--- config.mk ---
export PLATFORM = sky130hd
export DESIGN_NAME = reaction_timer
export DESIGN_NICKNAME = d
export VERILOG_FILES = /design/src/rtl/reaction_timer.sv
export SDC_FILE = /design/constraint.sdc
export NUM_CORES = 1
export LEC_CHECK = 0
export ABC_AREA = 0
export CAP_MARGIN = 30
export CORE_ASPECT_RATIO = 1.4
export CORE_MARGIN = 3
export CORE_UTILIZATION = 55
export CTS_BUF_LIST = sky130_fd_sc_hd__clkbuf_8 sky130_fd_sc_hd__clkbuf_16
export DETAILED_ROUTE_END_ITERATION = 8
export MAX_ROUTING_LAYER = met4
export PLACE_DENSITY = 0.82
export SYNTH_ARGS = -nofsm -noshare
export SYNTH_HDL_FRONTEND = slang
export SYNTH_SLANG_ARGS = --single-unit
--- constraint.sdc ---
create_clock -name clk -period 5.1 [get_ports clk]
set_input_delay 1.275 -clock clk [delete_from_list [all_inputs] [get_ports clk]]
set_output_delay 1.275 -clock clk [all_outputs]
set_load 0.03 [all_outputs]
--- src/rtl/reaction_timer.sv ---
// Reaction-time game controller: 3-2-1 countdown, random blank wait, GO lamp,
// then millisecond measurement of the player's reaction with false-start and timeout faults.
module reaction_timer #(
    parameter int MS_PER_DIGIT = 1000,
    parameter int MIN_DELAY    = 4000,
    parameter int MAX_MS       = 9999
) (
    input  logic        clk,
    input  logic        rst,
    input  logic        tick_1ms,
    input  logic        start,
    input  logic        react,
    input  logic [12:0] delay_ms,
    output logic [1:0]  digit,
    output logic        blank,
    output logic        go,
    output logic [13:0] reaction_ms,
    output logic        done,
    output logic        early,
    output logic        timeout,
    output logic [2:0]  dbg_state
);

    // start, react and tick_1ms are single-cycle pulses sampled on the rising edge;
    // there is no handshake: a pulse arriving in a state that does not use it is dropped.

    typedef enum logic [2:0] {
        ST_IDLE  = 3'd0,
        ST_COUNT = 3'd1,
        ST_WAIT  = 3'd2,
        ST_GO    = 3'd3,
        ST_DONE  = 3'd4,
        ST_EARLY = 3'd5,
        ST_TOUT  = 3'd6
    } state_t;

    localparam logic [12:0] DIGIT_LEN  = 13'(MS_PER_DIGIT);
    localparam logic [12:0] TWO_LEN    = 13'(2 * MS_PER_DIGIT);
    localparam logic [12:0] COUNT_LEN  = 13'(3 * MS_PER_DIGIT);
    localparam logic [12:0] DELAY_MIN  = 13'(MIN_DELAY);
    localparam logic [13:0] MS_LIMIT   = 14'(MAX_MS);

    state_t      state, state_n;
    logic [12:0] delay_q, delay_q_n;
    logic [12:0] ph, ph_n;
    logic [13:0] ms_cnt, ms_cnt_n;
    logic [1:0]  digit_n;
    logic        blank_n, go_n, done_n, early_n, timeout_n;
    logic [13:0] reaction_ms_n;

    logic [12:0] wait_len;
    logic [12:0] ph_inc;
    logic [13:0] ms_inc;

    // The floor on delay_q keeps this subtraction from wrapping.
    assign wait_len  = delay_q - COUNT_LEN;
    assign ph_inc    = ph + 13'd1;
    assign ms_inc    = ms_cnt + 14'd1;
    assign dbg_state = state;

    always_comb begin
        state_n       = state;
        delay_q_n     = delay_q;
        ph_n          = ph;
        ms_cnt_n      = ms_cnt;
        digit_n       = digit;
        blank_n       = blank;
        go_n          = go;
        reaction_ms_n = reaction_ms;
        done_n        = done;
        early_n       = early;
        timeout_n     = timeout;

        case (state)
            ST_IDLE, ST_DONE, ST_EARLY, ST_TOUT: begin
                if (start) begin
                    state_n       = ST_COUNT;
                    delay_q_n     = (delay_ms < DELAY_MIN) ? DELAY_MIN : delay_ms;
                    ph_n          = 13'd0;
                    ms_cnt_n      = 14'd0;
                    digit_n       = 2'd3;
                    blank_n       = 1'b0;
                    go_n          = 1'b0;
                    reaction_ms_n = 14'd0;
                    done_n        = 1'b0;
                    early_n       = 1'b0;
                    timeout_n     = 1'b0;
                end
            end

            ST_COUNT: begin
                if (react) begin
                    state_n       = ST_EARLY;
                    ph_n          = 13'd0;
                    digit_n       = 2'd0;
                    reaction_ms_n = 14'd0;
                    early_n       = 1'b1;
                end else if (tick_1ms) begin
                    if (ph_inc == COUNT_LEN) begin
                        state_n = ST_WAIT;
                        ph_n    = 13'd0;
                        digit_n = 2'd0;
                        blank_n = 1'b1;
                    end else begin
                        ph_n = ph_inc;
                        if (ph_inc < DIGIT_LEN)
                            digit_n = 2'd3;
                        else if (ph_inc < TWO_LEN)
                            digit_n = 2'd2;
                        else
                            digit_n = 2'd1;
                    end
                end
            end

            ST_WAIT: begin
                // react wins over the tick that would have ended the wait
                if (react) begin
                    state_n       = ST_EARLY;
                    ph_n          = 13'd0;
                    blank_n       = 1'b0;
                    reaction_ms_n = 14'd0;
                    early_n       = 1'b1;
                end else if (tick_1ms) begin
                    if (ph_inc == wait_len) begin
                        state_n  = ST_GO;
                        ph_n     = 13'd0;
                        ms_cnt_n = 14'd0;
                        blank_n  = 1'b0;
                        go_n     = 1'b1;
                    end else begin
                        ph_n = ph_inc;
                    end
                end
            end

            ST_GO: begin
                if (react) begin
                    state_n       = ST_DONE;
                    reaction_ms_n = ms_cnt;
                    go_n          = 1'b0;
                    done_n        = 1'b1;
                end else if (tick_1ms) begin
                    ms_cnt_n = ms_inc;
                    if (ms_inc == MS_LIMIT) begin
                        state_n       = ST_TOUT;
                        reaction_ms_n = MS_LIMIT;
                        go_n          = 1'b0;
                        timeout_n     = 1'b1;
                    end
                end
            end

            default: begin
                state_n = ST_IDLE;
            end
        endcase
    end

    always_ff @(posedge clk or posedge rst) begin
        if (rst) begin
            state       <= ST_IDLE;
            delay_q     <= 13'd0;
            ph          <= 13'd0;
            ms_cnt      <= 14'd0;
            digit       <= 2'd0;
            blank       <= 1'b0;
            go          <= 1'b0;
            reaction_ms <= 14'd0;
            done        <= 1'b0;
            early       <= 1'b0;
            timeout     <= 1'b0;
        end else begin
            state       <= state_n;
            delay_q     <= delay_q_n;
            ph          <= ph_n;
            ms_cnt      <= ms_cnt_n;
            digit       <= digit_n;
            blank       <= blank_n;
            go          <= go_n;
            reaction_ms <= reaction_ms_n;
            done        <= done_n;
            early       <= early_n;
            timeout     <= timeout_n;
        end
    end

endmodule

After elaboration in Yosys (flattened, before gate mapping) --
Cells that the tools add are included.
Word-level totals: bits in registers 64, bits of input ports 18, output and inout port bits 24, logic and storage cells 125
Cells by class: add/subtract/negate cells 3, $lt $le $gt $ge 3, equal/unequal tests 27, muxes and demuxes 61, reduce and logical (&&, ||, !) cells 20
Operator list (count):
- 2-to-1 mux 14 bit | 10
- 2-to-1 mux 13 bit | 8
- case mux 14 bit (3 select lines) | 2
- case mux 13 bit (3 select lines) | 1
- 2-to-1 mux 3 bit | 10
- AND reduction 7 bit | 4
- != test 2 bit, second input constant | 11
- != test 3 bit, second input constant | 6
- 2-to-1 mux 1 bit | 17
- adder 14 x 1 -> 14 bit, second input constant | 1
- == test 14 bit, second input constant | 1
- adder 13 x 1 -> 13 bit, second input constant | 1
- == test 13 x 12 -> 1 bit, second input constant | 1
- == test 13 bit | 1
- less-than comparator 13 x 10 -> 1 bit, second input constant | 1
- less-than comparator 13 x 11 -> 1 bit, second input constant | 1
- less-than comparator 13 x 12 -> 1 bit, second input constant | 1
- subtractor 13 x 12 -> 13 bit, second input constant | 1
- 2-to-1 mux 2 bit | 6
- case mux 3 bit (4 select lines) | 1
- AND reduction 5 bit | 2
- == test 3 bit, second input constant | 3
- AND reduction 3 bit | 3
- nonzero test 3 bit | 3
- other kinds (12) | 18

Depth between registers and ports, before layout --
Gate-level depths: netlist of run 1.
depth after elaboration 8, depth in mapped cells 11

Worst setup path after synthesis of run 1 --
No wires, ideal clock.
kind register to register, start point register ph[0], end point register ms_cnt[1], arrival time 2.710 ns, data required time 4.975 ns, setup slack 2.265 ns, cell stages (with the launch flop) 10, path buffers 0, period minus slack after synthesis 2.835 ns, cells stage by stage dfrtp_1 > ha_1 > nand3_1 > nor4_1 > xnor2_1 > xnor3_2 > nor4b_4 > a21oi_1 > o21ai_2 > mux2_2
Between the ends: cells in the longest elaborated chain, start to end 4
Ends and longest elaborated chain:
- from (decl) | line 45 | logic [12:0] ph, ph_n;
- from (signal assigned) | line 176 | ph <= ph_n;
- adder 13 x 1 -> 13 bit | line 57 | assign ph_inc = ph + 13'd1;
- == test 13 bit | line 125 | if (ph_inc == wait_len) begin
- != test 2 bit (no source line)
- AND reduction 7 bit (no source line)
- to (signal assigned) | line 177 | ms_cnt <= ms_cnt_n;
- to (decl) | line 46 | logic [13:0] ms_cnt, ms_cnt_n;
No other way between the ends. A chain may end at the register's enable or synchronous reset.

Worst setup path after layout of run 1 --
start point register ph[0], end point register ph[11]
Between the ends: cells in the longest elaborated chain, start to end 6, elaborated cells on any way between the ends 10, classes of those cells 1 x add/sub; 2 x eq/ne; 7 x mux
Ends and longest elaborated chain:
- adder 13 x 1 -> 13 bit (*) | line 57
- == test 13 bit / == test 13 x 12 -> 1 bit (equally long branches) | line 125, 99
- 2-to-1 mux 13 bit, on equally long branches | line 125, 99
- 2-to-1 mux 13 bit, on equally long branches | line 124, 98
- 2-to-1 mux 13 bit, on equally long branches | line 118, 92
- case mux 13 bit (3 select lines) (*) | line 74 | case (state)
Mark *: on every way between the ends. The rest lies on a longest branch, timed or not. The select of a mux whose other input is x is not followed.

==> results of run 1 <==
==> power groups by stage <==
| stage | Sequential, uW | Clock (uW) | Combinational [uW] |
|---|---|---|---|
| after CTS | 786 | 496 | 1120 |
| after detailed placement | 795 | 0 | 1110 |
| final | 787 | 495 | 1110 |
| after floorplan | 831 | 0 | 807 |
| after global routing | 804 | 515 | 1210 |
| after global placement | 788 | 0 | 1080 |
==> through the flow <==
stage	instance area [um2]	hold slack [ns]	setup WS [ns]	power, uW	std cells
6_report	4624	0.4976	1.400	2394	566
5_1_grt	4624	0.5251	1.164	2530	566
4_1_cts	4624	0.5038	1.428	2401	566
3_5_place_dp	4405	0.4852	1.316	1907	551
3_3_place_gp	4405	0.4758	1.436	1864	551
2_1_floorplan	4030	0.4474	2.227	1639	444
==> cells in the mapped netlist (2+ instances only) <==
master                     instances  area share [%]
sky130_fd_sc_hd__o21ai_0          23             2.9
sky130_fd_sc_hd__nand3_1          14             1.7
sky130_fd_sc_hd__o21a_1            3            0.56
sky130_fd_sc_hd__a31o_2            2            0.43
sky130_fd_sc_hd__o21ai_1           3            0.37
sky130_fd_sc_hd__nand2_1          28             2.6
sky130_fd_sc_hd__and4_1            4            0.87
sky130_fd_sc_hd__nor4_1            4            0.62
sky130_fd_sc_hd__nand4_1          10             1.6
sky130_fd_sc_hd__nor2_1           53             4.9
sky130_fd_sc_hd__a211oi_2          5             1.6
sky130_fd_sc_hd__ha_1              4             1.2
sky130_fd_sc_hd__nor3_1           11             1.4
sky130_fd_sc_hd__inv_1            22             2.0
sky130_fd_sc_hd__o41ai_1           3            0.65
sky130_fd_sc_hd__nand3_2           3            0.75
sky130_fd_sc_hd__a41oi_1           2            0.43
sky130_fd_sc_hd__and3_1            8             1.2
sky130_fd_sc_hd__nor3_2           10             2.5
sky130_fd_sc_hd__o21bai_1          2            0.37
sky130_fd_sc_hd__and2_1            2            0.31
sky130_fd_sc_hd__nand2b_1          2            0.31
sky130_fd_sc_hd__o211ai_1          5            0.93
sky130_fd_sc_hd__clkbuf_1         13             1.2
sky130_fd_sc_hd__xnor2_1          26             5.7
sky130_fd_sc_hd__o31ai_1           2            0.37
sky130_fd_sc_hd__buf_2             5            0.62
sky130_fd_sc_hd__mux2_2            6             1.7
sky130_fd_sc_hd__buf_6             3            0.84
sky130_fd_sc_hd__dfrtp_1          64              40
sky130_fd_sc_hd__clkbuf_2          4            0.50
sky130_fd_sc_hd__xor2_1           11             2.4
sky130_fd_sc_hd__a211oi_1          2            0.37
sky130_fd_sc_hd__a21oi_1          20             2.5
sky130_fd_sc_hd__a31oi_1          17             2.6
sky130_fd_sc_hd__mux2i_1           6             1.5
sky130_fd_sc_hd__buf_4             5            0.93
sky130_fd_sc_hd__nor2b_1           5            0.78
sky130_fd_sc_hd__a22o_1           12             2.6
==> worst max-delay path: stages (launching register included) <==
cell,delay [ns]
sky130_fd_sc_hd__dfrtp_1,0.50
sky130_fd_sc_hd__ha_1,0.37
sky130_fd_sc_hd__nand3_1,0.20
sky130_fd_sc_hd__nor4_1,0.35
sky130_fd_sc_hd__xnor2_1,0.28
sky130_fd_sc_hd__xnor3_2,0.34
sky130_fd_sc_hd__nor4b_4,0.40
sky130_fd_sc_hd__a211oi_2,0.16
sky130_fd_sc_hd__nor3_2,0.82
sky130_fd_sc_hd__a211oi_1,0.11
==> logic make-up (layout without fill, tap and decap cells) <==
kind of cell	Yosys count	count (layout)	share of synthesized area (%)
AO/OA/AOI/OAI	109	109	18.41
XOR/XNOR	39	39	9.034
adder cells (fa/ha/maj)	5	5	1.490
buffers and inverters	53	80	6.240
flip-flops	64	64	39.74
multiplexers	13	13	3.446
AND/OR/NAND/NOR	161	161	21.64
==> registers in the layout, indices dropped and copies added, names as in the netlist <==
signal / flops
digit: 2
reaction_ms: 14
dbg_state: 3
delay_q: 13
blank: 1
ph: 13
go: 1
ms_cnt: 14
done: 1
early: 1
timeout: 1
==> cell type report <==
cell class	count	area share [%]
multi-input combinational	327	47.08
sequential	64	34.63
timing repair buffer	43	9.199
clock buffer	10	2.976
tap	95	2.570
inverter	22	1.786
clock inverter	5	1.759
==> worst max-delay path by stage <==
| stage | start | end | depth (start not counted) |
|---|---|---|---|
| floorplan | rst | blank | 1 |
| global placement | react | reaction_ms[8] | 5 |
| detailed placement | react | ph[11] | 6 |
| CTS | ph[0] | ph[11] | 9 |
| global route | ph[0] | ph[3] | 9 |
| finish | ph[0] | ph[11] | 9 |
==> placed cells by master, fill, tap and decap left out, types with 5 or more instances in the layout <==
master                            count
sky130_fd_sc_hd__dfrtp_1             64
sky130_fd_sc_hd__nor2_1              53
sky130_fd_sc_hd__clkdlybuf4s50_1     41
sky130_fd_sc_hd__nand2_1             28
sky130_fd_sc_hd__xnor2_1             26
sky130_fd_sc_hd__o21ai_0             23
sky130_fd_sc_hd__inv_1               21
sky130_fd_sc_hd__a21oi_1             20
sky130_fd_sc_hd__a31oi_1             17
sky130_fd_sc_hd__nand3_1             14
sky130_fd_sc_hd__a22o_1              12
sky130_fd_sc_hd__xor2_1              11
sky130_fd_sc_hd__nor3_1              11
sky130_fd_sc_hd__nand4_1             10
sky130_fd_sc_hd__nor3_2              10
sky130_fd_sc_hd__clkbuf_8            10
sky130_fd_sc_hd__and3_1               8
sky130_fd_sc_hd__mux2i_1              6
sky130_fd_sc_hd__mux2_2               6
sky130_fd_sc_hd__nor2b_1              5
sky130_fd_sc_hd__o211ai_1             5
sky130_fd_sc_hd__a211oi_2             5
==> routing by layer <==
layer,global-route usage [%],vias up,wire (um)
li1,-,1627,-
met1,29.29,1697,3992
met2,42.83,120,5186
met3,4.690,39,468
met4,14.12,0,371
met5,-,-,0
==> flow_summary.ini, run 1 <==
[status]
status = complete, no violations

[sta]
timing.final.crit_share_pct = 72.55
finalSetupViolCount = 0
slew_headroom_pct = 35.64
timing.final.crit_period_ns = 3.700
clock-skew-final_ns = 0.009795
maxSlewViolCount = 0
worstMarginPinSlew_ns = 0.9602
timing.final.hold_violations = 0
setup-tns-final_ns = 0
maxClockFrequency_ghz = 0.2703
unrepaired_setup_endpoints_after_global_routing = no

[job]
timing.max_cap.violations = 0

[power]
vdd.ir_drop.worst_uv = 302.3
pwr-share-seq_pct = 32.9
leakagePower_uw = 0.001870
pwr_cell_area_nw_per_um2 = 517.7
share_clk_of_total_power_pct = 20.7
switching_share_pct = 42.36
p_sw_uw = 1014
combinationalPowerShare_pct = 46.5
internal-power_uw = 1380

[logic_synthesis]
netlist_instances = 444
postSynthRegisterBits = 64
synth_seq_area_share_pct = 39.74
avgSynthCellArea_um2 = 9.077
synth_fp_nets = 466
yosys_warnings = 0
synth-main-ff-cell = sky130_fd_sc_hd__dfrtp_1
netlist-cell-type-count = 59
synth-async-reset-ratio_pct = 100.0
synth_area_um2 = 4030
synth_edf_count = 0

[clock_tree]
cts_inserted_buffers = 9
cts.repair.resized = 0
cell_at_the_root_of_the_clock_tree = sky130_fd_sc_hd__clkbuf_8
clock_sinks = 64
htree_levels = 3
clk_pin_slew_ns = 0.07
ctsHoldBuffers = 0
clock_tree_from_tritoncts = done
post-cts-setup-buffers = 0
cts.path.max_buffers = 2
worstSkewPairLatency_ns = 0.36

[routing]
detail_route.vias_per_cell = 6.154
routedWlPerCell_um = 17.70
drt_first_iter_violations = 221
drcViolationCount = 0
dr_total_vias = 3483
detailedRoute.firstPassIterationCount = 7
antenna_violating_nets_left = 0
drt-total-wl_um = 10020

[floorplanning]
fp-row-count = 36
ioPinCount = 42
effective_utilization_at_floorplan_pct = 57.35
die_height_um = 107.3
die_outline_area_um2 = 8405
design.core.area_um2 = 7027
die_width_um = 78.35

[global_routing]
groute.usage.overall_pct = 25.74
grt_max_degree = 41
first_global_vias = 3436
grt_antenna_before_repair = 0
grt_pass1_wl_um = 16540
total_gr_overflow = 0

[worst_setup_path]
timing.rr.start = ph[0]
required_time_at_the_worst_slack_endpoint_ns = 5.29
worst_path_fanout_max = 11
critical_path.endpoint_type = flip-flop
timing.rr.end = ph[11]
worst_setup_path_start_kind = flip-flop
r2r_slack_ns = 1.40
worstPathArrival_ns = 3.89
worstRegToRegCells = 9
worst-setup-path-type = reg -> reg

[finish]
regArea_um2 = 1602
final.fill_count = 557
num-nets-final = 489
multi_input_comb_area_um2 = 2177
n_antenna_cell = 0
final_layout_size_suffix_gt1_share_pct = 11.25
fin_util_pct = 65.81
layout_overhead_on_the_synthesized_area_pct = 14.75

[placement]
globalplace.congestion = 0.9425
post-dp-hpwl_um = 7139
numPortBuffers = 41

[hold_path]
hold_end = reaction_ms[5]
hold_path.class = reg -> reg
hold_start = reaction_ms[5]
hold_crit_depth = 1
(Power assumes the default switching activity.)
==> run 2: changes to the inputs <==
==> constraint.sdc (replaced) <==
create_clock -name clk -period 3.5 [get_ports clk]
set_input_delay 0.875 -clock clk [delete_from_list [all_inputs] [get_ports clk]]
set_output_delay 0.875 -clock clk [all_outputs]
set_load 0.03 [all_outputs]
==> run 2 against run 1 <==
Cell count up 1.8%. Clock skew is 0.0044 ns lower. Sequential share of layout area fell by 0.21 points. Flip-flop and latch count unchanged. Total power increased by 45%. Non-clock buffer count increased by 9. Combinational power increased by 55%. First-iteration DRC count shrank 25%. Utilization increased by 0.41 points. Fmax increased by 17%. Via count rose by 0.26%. Largest power group unchanged.
==> flow_summary.ini, run 2 (synthesis gave the netlist of run 1 again) <==
[finish]
final_layout_size_suffix_gt1_share_pct = 12.47
fin_area_um2 = 4653
n_antenna_cell = 0
num-nets-final = 498
layout_overhead_on_the_synthesized_area_pct = 15.46
largest_registers = ms_cnt: 14 flops, reaction_ms: 14 flops
mostFrequentLayoutCells = 64 x sky130_fd_sc_hd__dfrtp_1, 53 x sky130_fd_sc_hd__nor2_1, 41 x sky130_fd_sc_hd__clkdlybuf4s50_1, 28 x sky130_fd_sc_hd__nand2_1, 26 x sky130_fd_sc_hd__xnor2_1
layout_commonest_cell = sky130_fd_sc_hd__dfrtp_1

[status]
status = complete, no violations

[worst_setup_path]
worst_setup_path_start_kind = flip-flop
critPathLaunch = ph[0]
worst-setup-path-type = reg -> reg
worst_path_fanout_max = 7
worstPathArrival_ns = 3.40
critical_path.endpoint_type = flip-flop
timing.rr.start = ph[0]
r2r_slack_ns = 0.34
required_time_at_the_worst_slack_endpoint_ns = 3.74

[job]
timing.max_cap.violations = 0

[global_routing]
grt_max_degree = 26
groute.usage.overall_pct = 25.48
grt_antenna_before_repair = 0
first_global_vias = 3464
total_gr_overflow = 0
grt_pass1_wl_um = 16380

[power]
internal-power_uw = 1965
pwr_cell_area_nw_per_um2 = 745.3
pwr-share-seq_pct = 33.0
share_clk_of_total_power_pct = 17.6
combinationalPowerShare_pct = 49.5
vdd.ir_drop.worst_uv = 414.3
switching_share_pct = 43.35
p_sw_uw = 1503
leakagePower_uw = 0.001912

[floorplanning]
die_outline_area_um2 = 8405
die_width_um = 78.35
ioPinCount = 42
design.core.area_um2 = 7027
fp-row-count = 36
die_height_um = 107.3
effective_utilization_at_floorplan_pct = 57.35

[sta]
unrepaired_setup_endpoints_after_global_routing = no
finalSetupViolCount = 0
worstMarginPinSlew_ns = 0.9334
timing.final.crit_period_ns = 3.165
postLayoutSetupSlackWorst_ns = 0.3352
timing.final.hold_violations = 0
maxSlewViolCount = 0
clock-skew-final_ns = 0.005379
fin_worst_hold_slack_ns = 0.5028
slew_headroom_pct = 37.36
setup-tns-final_ns = 0
timing.final.crit_share_pct = 90.42
maxClockFrequency_ghz = 0.3160

[hold_path]
hold_start = reaction_ms[12]
hold_path.class = reg -> reg

[routing]
routedWlPerCell_um = 17.10
drt-total-wl_um = 9849
detailedRoute.firstPassIterationCount = 5
drt_first_iter_violations = 166
antenna_violating_nets_left = 0
dr_total_vias = 3492
detail_route.vias_per_cell = 6.063
drcViolationCount = 0

[placement]
post-dp-hpwl_um = 7304
place_worst_setup_slack_ns = 0.3683
placed_area_um2 = 4473
globalplace.congestion = 0.9372
numPortBuffers = 41

[clock_tree]
cts.path.max_buffers = 2
clock_sinks = 64
cts_inserted_buffers = 9
worstSkewPairLatency_ns = 0.35
cts.repair.resized = 0
htree_levels = 3
ctsHoldBuffers = 0
clk_pin_slew_ns = 0.07
post-cts-setup-buffers = 0
cell_at_the_root_of_the_clock_tree = sky130_fd_sc_hd__clkbuf_8
clock_tree_from_tritoncts = done
[run 2: layer usage]
layer | up-vias | routed length [um] | GRT usage (%)
met5 | - | 0 | -
met4 | 0 | 306 | 13.00
met3 | 27 | 380 | 4.188
met2 | 93 | 5148 | 43.32
met1 | 1736 | 4014 | 28.91
li1 | 1636 | - | -
[run 2: critical path, cell delays in order (launching register included)]
cell and delay (ns):
sky130_fd_sc_hd__dfrtp_1 0.49, sky130_fd_sc_hd__ha_1 0.34, sky130_fd_sc_hd__nand3_1 0.15, sky130_fd_sc_hd__nor4_1 0.32, sky130_fd_sc_hd__xnor2_1 0.27, sky130_fd_sc_hd__xnor3_2 0.35
sky130_fd_sc_hd__nor4b_4 0.41, sky130_fd_sc_hd__a21oi_1 0.14, sky130_fd_sc_hd__o21ai_2 0.23, sky130_fd_sc_hd__mux2_2 0.36
[run 2: path summary, 6_finish.rpt]
path / end / depth (start not counted)
min in group asynchronous: delay_q[10] / 2
max in group asynchronous: early / 3
worst max-delay path: ms_cnt[1] / 9
worst max register to register: ms_cnt[1] / 9
worst min-delay path: reaction_ms[12] / 1
worst min register to register: reaction_ms[12] / 1
[run 2: area by class of cell]
class	instances	area (um2)
Sequential cell	64	1602
Tap cell	95	118.9
Multi-Input combinational cell	327	2177
Clock inverter	7	56.30
Timing Repair Buffer	52	493.0
Clock buffer	9	123.9
Fill cell	589	2374
Inverter	22	82.58
[run 2: metrics by stage]
stage / total power [uW] / std cells / util (%)
detailed placement: 2861 / 560 / 63.66
floorplan: 2388 / 444 / -
CTS: 3475 / 576 / 66.22
global route: 3690 / 576 / 66.22
global placement: 2793 / 560 / 63.66
finish: 3468 / 576 / 66.22
[run 2: power groups by stage]
stage | combinational, uW | clock (uW) | sequential, uW
4_1_cts | 1720 | 617 | 1140
6_report | 1720 | 610 | 1140
5_1_grt | 1880 | 644 | 1170
2_1_floorplan | 1180 | 0 | 1210
3_5_place_dp | 1710 | 0 | 1150
3_3_place_gp | 1650 | 0 | 1140
==> run 3: changes to the inputs <==
--- a/config.mk
+++ b/config.mk
@@ -8,7 +8,7 @@
 export ABC_AREA = 0
 export CAP_MARGIN = 30
 export CORE_ASPECT_RATIO = 1.4
-export CORE_MARGIN = 3
+export CORE_MARGIN = 2
 export CORE_UTILIZATION = 55
 export CTS_BUF_LIST = sky130_fd_sc_hd__clkbuf_8 sky130_fd_sc_hd__clkbuf_16
 export DETAILED_ROUTE_END_ITERATION = 8
==> run 3 against run 2 <==
Worst hold slack better by 0.00054 ns. Fmax increased by 1.1%. Worst setup slack better by 0.035 ns. Total power increased by 2.2%. Critical path depth increased by 1. Sequential share of layout area is 0.21 points lower. Cell count down 0.35%. Largest power group unchanged.
==> flow_summary.ini, run 3 (synthesis gave the netlist of run 1 again) <==
[status]
status = complete, no violations

[job]
timing.max_cap.violations = 0

[floorplanning]
die_height_um = 105.3
fp-row-count = 36
design.core.area_um2 = 7027
ioPinCount = 42
die_outline_area_um2 = 8038
die_width_um = 76.35
effective_utilization_at_floorplan_pct = 57.35

[routing]
drt-total-wl_um = 9991
drcViolationCount = 0
dr_total_vias = 3485
detail_route.vias_per_cell = 6.071
drt_first_iter_violations = 177
detailedRoute.firstPassIterationCount = 5
antenna_violating_nets_left = 0
routedWlPerCell_um = 17.41

[global_routing]
grt_most_used_layer = met2
grt_antenna_before_repair = 0
first_global_vias = 3475
globalRouteMet2Util_pct = 45.51
grt_pass1_wl_um = 16700
grt_max_degree = 34
grt_util_met3_pct = 3.510
total_gr_overflow = 0
use_met1_pct = 29.93
groute.usage.overall_pct = 26.66

[sta]
fin_worst_hold_slack_ns = 0.5033
postLayoutSetupSlackWorst_ns = 0.3703
timing.final.hold_violations = 0
setup-tns-final_ns = 0
slew_headroom_pct = 47.77
clock-skew-final_ns = 0.01199
worstMarginPinSlew_ns = 0.7835
finalSetupViolCount = 0
maxSlewViolCount = 0
maxClockFrequency_ghz = 0.3195
timing.final.crit_share_pct = 89.42
timing.final.crit_period_ns = 3.130
unrepaired_setup_endpoints_after_global_routing = no

[clock_tree]
post-cts-setup-buffers = 0
htree_levels = 3
clock_sinks = 64
ctsHoldBuffers = 0
cts_inserted_buffers = 9
cell_at_the_root_of_the_clock_tree = sky130_fd_sc_hd__clkbuf_8
clock_tree_from_tritoncts = done
worstSkewPairLatency_ns = 0.36
cts.repair.resized = 0
cts.path.max_buffers = 2
clk_pin_slew_ns = 0.07

[placement]
globalplace.congestion = 0.9069
place_worst_setup_slack_ns = 0.3629
post-dp-hpwl_um = 7105
numPortBuffers = 41
dp_cell_count = 558

[worst_setup_path]
worst-setup-path-type = reg -> reg
worst_setup_path_start_kind = flip-flop
required_time_at_the_worst_slack_endpoint_ns = 3.71
r2r_slack_ns = 0.37
critical_path.endpoint_type = flip-flop
critical-path-max-stage-delay_ns = 0.48
cp_num_buf_inv = 1
worstPathArrival_ns = 3.34
cpLargestDelayFamily = simple AND/OR/NAND/NOR gates
worst_path_fanout_max = 12
worstPathCellList = ha_1 -> nand3_1 -> nor4_1 -> xnor2_1 -> xnor3_2 -> nor4b_4 -> a21oi_1 -> o21ai_2 -> buf_4 -> o22ai_1
critical_path.slowest_cell = sky130_fd_sc_hd__dfrtp_1

[power]
switching_share_pct = 42.69
combinationalPowerShare_pct = 48.0
p_sw_uw = 1513
vdd.ir_drop.worst_uv = 476.5
share_clk_of_total_power_pct = 19.7
pwr_cell_area_nw_per_um2 = 757.1
pwr-share-seq_pct = 32.3
leakagePower_uw = 0.001914
internal-power_uw = 2032

[finish]
final_layout_size_suffix_gt1_share_pct = 12.53
fin_util_pct = 66.63
stdcell_count = 574
largest_registers = ms_cnt: 14 flops, reaction_ms: 14 flops
layout_overhead_on_the_synthesized_area_pct = 16.18
mostFrequentLayoutCells = 64 x sky130_fd_sc_hd__dfrtp_1, 53 x sky130_fd_sc_hd__nor2_1, 41 x sky130_fd_sc_hd__clkdlybuf4s50_1, 28 x sky130_fd_sc_hd__nand2_1, 26 x sky130_fd_sc_hd__xnor2_1
n_antenna_cell = 0
num-nets-final = 496
layout_commonest_cell = sky130_fd_sc_hd__dfrtp_1

[hold_path]
hold_path.class = reg -> reg
## run 3: stage by stage
stage	instance area (um2)	power, uW
floorplan	4030	2388
finish	4682	3545
global route	4682	3755
global placement	4471	2788
detailed placement	4471	2842
CTS	4682	3549
## run 3: area by class of cell
class	count	area, um2
Clock inverter	7	87.58
Sequential cell	64	1602
Multi-Input combinational cell	327	2177
Timing Repair Buffer	50	490.5
Tap cell	95	118.9
Fill cell	588	2345
Inverter	22	82.58
Clock buffer	9	123.9
## run 3: power by group through the flow
| stage | combinational [uW] | clock (uW) | sequential, uW |
|---|---|---|---|
| after global placement | 1640 | 0 | 1150 |
| after CTS | 1700 | 705 | 1140 |
| final | 1700 | 700 | 1140 |
| after global routing | 1850 | 736 | 1170 |
| after detailed placement | 1690 | 0 | 1160 |
| after floorplan | 1180 | 0 | 1210 |
## run 3: final timing paths
kind	from	endpoint	depth (start not counted)
worst min-delay path	reaction_ms[6]	reaction_ms[6]	1
worst min register to register	reaction_ms[6]	reaction_ms[6]	1
worst max-delay path	ph[0]	ms_cnt[9]	10
min in group asynchronous	rst	delay_q[7]	2
max in group asynchronous	rst	dbg_state[0]	3
worst max register to register	ph[0]	ms_cnt[9]	10
## run 3: metal layers
layer,wire length [um],vias to the layer above,share of wire [%]
met5,0,-,0
met4,442,0,4.4
met3,441,41,4.4
met2,5135,127,51
met1,3973,1684,40
li1,-,1633,-
## run 3: worst register-to-register path, delay by kind of cell, from the launching register on
kind            cells  cell delay [ns]
flops               1             0.48
simple gates        3             0.89
fa+ha+maj           1             0.34
buf+inv             1             0.23
compound gates      3             0.43
xor+xnor            2             0.61
